## config.mk

```make
export PLATFORM = sky130hd
export DESIGN_NAME = clock_comp_rx
export DESIGN_NICKNAME = d
export VERILOG_FILES = /design/src/rtl/clock_comp_rx.sv
export SDC_FILE = /design/constraint.sdc
export NUM_CORES = 2
export LEC_CHECK = 0
export ABC_AREA = 1
export CAP_MARGIN = 40
export CORE_ASPECT_RATIO = 0.75
export CORE_MARGIN = 1
export CORE_UTILIZATION = 25
export DETAILED_ROUTE_END_ITERATION = 7
export GPL_TIMING_DRIVEN = 1
export HOLD_SLACK_MARGIN = 0.03
export PLACE_DENSITY = 0.5
export SYNTH_ARGS = -nofsm -noshare
export SYNTH_HDL_FRONTEND = slang
export SYNTH_SLANG_ARGS = --single-unit
```

## constraint.sdc

```tcl
create_clock -name i_clock -period 6.5 [get_ports i_clock]
set_clock_uncertainty 0.15 [all_clocks]
set_input_delay 1.3 -clock i_clock [delete_from_list [all_inputs] [get_ports i_clock]]
set_output_delay 1.3 -clock i_clock [all_outputs]
set_load 0.03 [all_outputs]
```

## src/rtl/clock_comp_rx.sv

```systemverilog
// rtl/clock_comp_rx.sv - 100GbE PCS receive rate compensator (AM removal, IPG idle insertion)
//
// Purpose: sits after lane deskew/reorder. Alignment-marker blocks flagged by
// i_am_tag are never stored. Every qualifying input cycle (i_enable && i_valid)
// still yields exactly one registered output block. The FIFO sits at FILL_LEVEL
// in steady state. Each dropped AM lowers it by one. Idles are inserted only
// while the emitted stream is in an inter-packet gap, which refills the FIFO.
//
// Ports:
//   i_clock      system clock
//   i_reset      asynchronous active-high reset
//   i_enable     block enable; low freezes all state and suppresses o_valid
//   i_valid      input block strobe
//   i_data       66b received block ([65:64] sync, [63:56] block type)
//   i_am_tag     high: i_data is an alignment marker and is discarded
//   o_data       compensated block
//   o_valid      o_data updated this cycle (one cycle after a qualifying input)
//   o_occupancy  FIFO occupancy, 0..FIFO_DEPTH
//   o_underflow  sticky: an ERROR block was emitted because the FIFO ran dry mid-frame
module clock_comp_rx #(
  parameter int NB_DATA_CODED = 66,
  parameter int N_LANES       = 20,
  parameter int FIFO_DEPTH    = 32,
  parameter int NB_ADDR       = 5,
  parameter int FILL_LEVEL    = 24
) (
  input  logic                     i_clock,
  input  logic                     i_reset,
  input  logic                     i_enable,
  input  logic                     i_valid,
  input  logic [NB_DATA_CODED-1:0] i_data,
  input  logic                     i_am_tag,
  output logic [NB_DATA_CODED-1:0] o_data,
  output logic                     o_valid,
  output logic [NB_ADDR:0]         o_occupancy,
  output logic                     o_underflow
);

  // The target fill must hold a full AM period of removed markers.
  if (NB_DATA_CODED != 66 || FILL_LEVEL < N_LANES || FIFO_DEPTH <= FILL_LEVEL ||
      FIFO_DEPTH != (1 << NB_ADDR)) begin : g_cfg_check
    $error("clock_comp_rx: inconsistent parameters");
  end

  localparam logic [NB_DATA_CODED-1:0] IDLE_BLK  = {2'b10, 8'h1E, 56'h0};
  localparam logic [NB_DATA_CODED-1:0] ERROR_BLK = {2'b10, 8'h1E, {8{7'h1E}}};
  localparam logic [NB_ADDR:0]         FILL      = (NB_ADDR + 1)'(FILL_LEVEL);

  typedef enum logic {INIT_FILL, RUN} state_t;

  state_t                   state, state_next;
  logic [NB_DATA_CODED-1:0] mem [FIFO_DEPTH];
  logic [NB_ADDR-1:0]       wr_ptr, rd_ptr;
  logic [NB_ADDR:0]         occ;
  logic                     in_ipg, in_ipg_next;
  logic                     qv, wr_en, rd_en, emit_err;
  logic [NB_DATA_CODED-1:0] emit_blk;

  assign qv          = i_enable && i_valid;
  assign wr_en       = qv && !i_am_tag;
  assign o_occupancy = occ;

  // Decision uses occupancy before this cycle's write, so a block written into
  // an empty FIFO is never bypassed straight to the output.
  always_comb begin
    state_next = state;
    rd_en      = 1'b0;
    emit_err   = 1'b0;
    emit_blk   = IDLE_BLK;
    case (state)
      INIT_FILL: begin
        if (qv && (occ + {{NB_ADDR{1'b0}}, wr_en}) >= FILL) begin
          state_next = RUN;
        end
      end
      RUN: begin
        if (occ < FILL && in_ipg) begin
          emit_blk = IDLE_BLK;
        end else if (occ != '0) begin
          rd_en    = qv;
          emit_blk = mem[rd_ptr];
        end else begin
          emit_blk = ERROR_BLK;
          emit_err = qv;
        end
      end
      default: state_next = INIT_FILL;
    endcase
  end

  // Gap tracking follows what leaves the block, so insertion can never split a
  // frame: it is cleared by a start and only set again by a terminate or idle.
  always_comb begin
    in_ipg_next = in_ipg;
    if (emit_blk == IDLE_BLK) begin
      in_ipg_next = 1'b1;
    end else if (emit_blk[65:64] == 2'b10) begin
      case (emit_blk[63:56])
        8'h78:                                            in_ipg_next = 1'b0;
        8'h87, 8'h99, 8'hAA, 8'hB4, 8'hCC, 8'hD2, 8'hE1, 8'hFF: in_ipg_next = 1'b1;
        default:                                          in_ipg_next = in_ipg;
      endcase
    end
  end

  always_ff @(posedge i_clock or posedge i_reset) begin
    if (i_reset) begin
      state       <= INIT_FILL;
      wr_ptr      <= '0;
      rd_ptr      <= '0;
      occ         <= '0;
      in_ipg      <= 1'b1;
      o_data      <= IDLE_BLK;
      o_valid     <= 1'b0;
      o_underflow <= 1'b0;
    end else begin
      o_valid <= qv;
      if (qv) begin
        state  <= state_next;
        o_data <= emit_blk;
        in_ipg <= in_ipg_next;
        if (wr_en) wr_ptr <= wr_ptr + 1'b1;
        if (rd_en) rd_ptr <= rd_ptr + 1'b1;
        case ({wr_en, rd_en})
          2'b10:   occ <= occ + 1'b1;
          2'b01:   occ <= occ - 1'b1;
          default: occ <= occ;
        endcase
        if (emit_err) o_underflow <= 1'b1;
      end
    end
  end

  always_ff @(posedge i_clock) begin
    if (wr_en) mem[wr_ptr] <= i_data;
  end

endmodule

```

==> impl_metrics.toml <==
[detailed_routing]
drc = 50
avgViaCountPerCell = 4.69
vias = 61308
ant_nets = 0
wirelength_um = 310000
drt_pass1_iterations = 7
wl_per_cell_um = 23.7
drt_iter0_markers = 7515

[worst_hold_path]
hp-class = "register to register"
holdPathStages = 1
holdPathEnd = "state$_DFFE_PP0P_"
min_from = "state$_DFFE_PP0P_"

[sta]
period_needed_ns = 5.15
setup_violations = 0
slew_headroom_pct = 21.4
hold_violations = 0
post-route-period-util_pct = 79.2
fin_tns_setup_ns = 0
tightest_slew_ns = 1.18
grt_setup_unrepaired = "no"
maxSlewViolCount = 0
max_freq_ghz = 0.194

[finish]
fin_cells = 13070
layout-drive-gt1-share_pct = 7.19
multi_input_area_mm2 = 0.0213
utilization_pct = 29.5
n_fill_cell = 36235
layout.nets = 8171
seq_area_mm2 = 0.0656
area_growth_syn_to_layout_pct = 17.3

[placed_design]
routabilityCongestion = 0.795
port_buffers = 144
place_inst = 12670
dp_hpwl_um = 169000

[power]
peakVddDrop_mv = 0.428
seq_power_share_pct = 36.1
p_int_uw = 27300
power.leakage_uw = 0.0374
power_uw = 45600
power.density_mw_per_mm2 = 432
p_switching_uw = 18300
p_sw_share_pct = 40.2
p_comb_share_pct = 36.6
clock_power_share_pct = 27.2

[worst_setup_path]
cp.arrival_ns = 5.76
r2r_slack_ns = 1.35
start_kind = "register"
r2r_start = "rd_ptr[0]$_DFFE_PP0P_"
reg2regPathDepth = 18
cp_max_fo = 184
crit_type = "register to register"
required_ns = 7.12
r2r-end = "in_ipg$_DFFE_PP1P_"
critPathCaptureType = "register"

[logic_synthesis]
yosysUniqueCellTypes = 36
ys_seq_area_share_pct = 72.9
synth-seq-cells = 2198
yosys_warnings = 0
synthesis.nets = 8038
syn_inst = 7954
syn_area_mm2 = 0.0900
avgSynthCellArea_um2 = 11.3

[floorplan]
die-area_mm2 = 0.362
initial_core_util_pct = 25.2
ios = 145
core_area_mm2 = 0.358
die_y_um = 522
die_w_um = 695
rows = 190

[status]
status = "finished with violations"
violations = "DRC"

[global_routing]
grt_first_pass_wirelength_um = 439000
grt_max_degree = 185
antenna_found_initial = 25
grtUsageTotal_pct = 16.6
gr-total-overflow = 0
first_global_vias = 58224

[clocking]
worst_skew_pair.late_latency_ns = 0.93
cts_hold_buf = 0
clkTransAtPathRegs_ns = 0.07
cts.repair.resized = 0
cts_htree_levels = 4
cts_num_sinks = 2198
root_buffer = "clkbuf_16"
cts_buffers = 215
cts_tree = "done"
clk_path_buf_depth = 4
cts_setup_buffers = 0

[flow_run]
maxCapViolCount = 0
==> state kept, by name, indices dropped and copies added (netlist names) <==
signal / cells
o_occupancy: 6
wr_ptr: 5
o_data: 66
o_underflow: 1
state: 1
o_valid: 1
in_ipg: 1
rd_ptr: 5
mem: 2112
==> worst max-delay path, stage by stage, from the launching register on <==
cell,delay (ns)
dfrtp_4,0.88
inv_16,0.38
buf_4,0.46
o21ai_0,0.59
nand3_1,0.16
nand3_1,0.11
nand2_1,0.06
nand3_1,0.13
nand2_1,0.08
nor2_1,0.19
nand2_1,0.19
nor2_1,0.30
buf_6,0.20
nand2_1,0.06
nor2_1,0.25
nand3_1,0.33
nand2_1,0.16
nand2_1,0.06
nand2_1,0.06
==> power by group through the flow <==
stage | Clock (µW) | Combinational, µW | Sequential [µW]
floorplan | 0 | 9770 | 16900
global placement | 0 | 16400 | 16800
detailed placement | 0 | 16600 | 16800
CTS | 12600 | 16600 | 16500
global route | 13200 | 18200 | 16500
finish | 12400 | 16700 | 16500
==> layout make-up <==
cell class                      count  area share, %
Inverter                          337           1.24
Tap cell                         4800           5.69
Clock inverter                    121           1.05
Timing Repair Buffer              375           4.38
Antenna cell                        9         0.0213
Clock buffer                      270           5.34
Multi-Input combinational cell   4960           20.1
Sequential cell                  2198           62.1
==> routing by layer <==
layer | share of wire (%) | up-vias | routed length, µm | global-route usage, %
met2 | 43 | 2691 | 134000 | 24.9
met4 | 2.2 | 18 | 6870 | 3.66
met5 | 0.040 | - | 124 | 0
li1 | - | 27463 | - | -
met3 | 8.8 | 382 | 27400 | 3.35
met1 | 46 | 30754 | 141000 | 24.6
==> cell families after synthesis <==
kind of cell	share of synthesized area, %
and+or+nand+nor	17.5
buffers and inverters	3.79
DFF	72.9
adders and majority gates	0.189
xor gates and xnor gates	0.136
AOI/OAI and AO/OA	5.54
==> cell usage in the layout (no fill, tap or decap), drive strengths merged <==
| cell | instances |
|---|---|
| buf | 233 |
| a21o | 1 |
| clkinv | 96 |
| o22ai | 11 |
| nand4 | 4 |
| clkinvlp | 5 |
| clkbuf | 270 |
| inv | 338 |
| and2 | 3 |
| or2 | 7 |
| o21ai | 807 |
| a31o | 1 |
| o221ai | 5 |
| nor4 | 1 |
| nand2 | 1878 |
| a211oi | 1 |
| nor2 | 1489 |
| o211ai | 59 |
| clkdlybuf4s50 | 142 |
| fa | 1 |
| diode | 9 |
| nor3 | 4 |
| a22o | 1 |
| o21a | 1 |
| dfrtp | 80 |
| ha | 12 |
| edfxtp | 2112 |
| nand3 | 590 |
| bufinv | 19 |
| o31ai | 1 |
| dfstp | 6 |
| xor2 | 14 |
| a21oi | 69 |
==> stage by stage <==
step                instance area (µm²)  setup slack (ns)  hold WS, ns
floorplan                         90000            -0.827        0.278
global placement                  97600              1.02        0.293
detailed placement                98800              1.47        0.300
CTS                              106000              1.55        0.314
global route                     106000              1.35        0.350
finish                           106000              1.35        0.309
==> worst max-delay path by stage <==
stage,start,end,slack (ns),cells past startpoint
final,rd_ptr[0]$_DFFE_PP0P_,in_ipg$_DFFE_PP1P_,1.35,18
after global routing,rd_ptr[0]$_DFFE_PP0P_,in_ipg$_DFFE_PP1P_,1.35,18
after CTS,rd_ptr[0]$_DFFE_PP0P_,in_ipg$_DFFE_PP1P_,1.55,18
after detailed placement,i_valid,mem[24][5]$_DFFE_PP_,1.47,6
after global placement,rd_ptr[0]$_DFFE_PP0P_,in_ipg$_DFFE_PP1P_,1.02,20
after floorplan,i_enable,mem[3][0]$_DFFE_PP_,-0.83,5
==> cell usage after synthesis <==
library cell / count / area share [%]
ha_1: 12 / 0.17
or2_2: 7 / 0.049
o21a_1: 1 / 0.0083
nor2_1: 1489 / 6.2
o21ai_0: 707 / 3.9
nor4_2: 1 / 0.014
o31ai_1: 1 / 0.0083
a21oi_1: 69 / 0.38
a211oi_1: 1 / 0.0083
clkbuf_1: 171 / 0.71
a21o_1: 1 / 0.0083
nand3_2: 1 / 0.011
clkinv_1: 6 / 0.025
o211ai_1: 59 / 0.49
a31o_2: 1 / 0.0097
inv_2: 5 / 0.021
buf_6: 18 / 0.23
inv_1: 325 / 1.4
nand3_1: 589 / 3.3
o221ai_1: 5 / 0.049
a22o_1: 1 / 0.0097
o22ai_1: 11 / 0.076
and2_1: 3 / 0.021
buf_2: 177 / 0.98
buf_4: 18 / 0.15
nand4_1: 4 / 0.028
nand2_1: 1878 / 7.8
edfxtp_1: 2112 / 70
nor3_1: 4 / 0.022
dfstp_2: 6 / 0.18
fa_1: 1 / 0.022
buf_1: 75 / 0.31
inv_4: 1 / 0.0070
xor2_1: 14 / 0.14
dfrtp_1: 80 / 2.2
o21ai_1: 100 / 0.56
(Power assumes the default switching activity.)
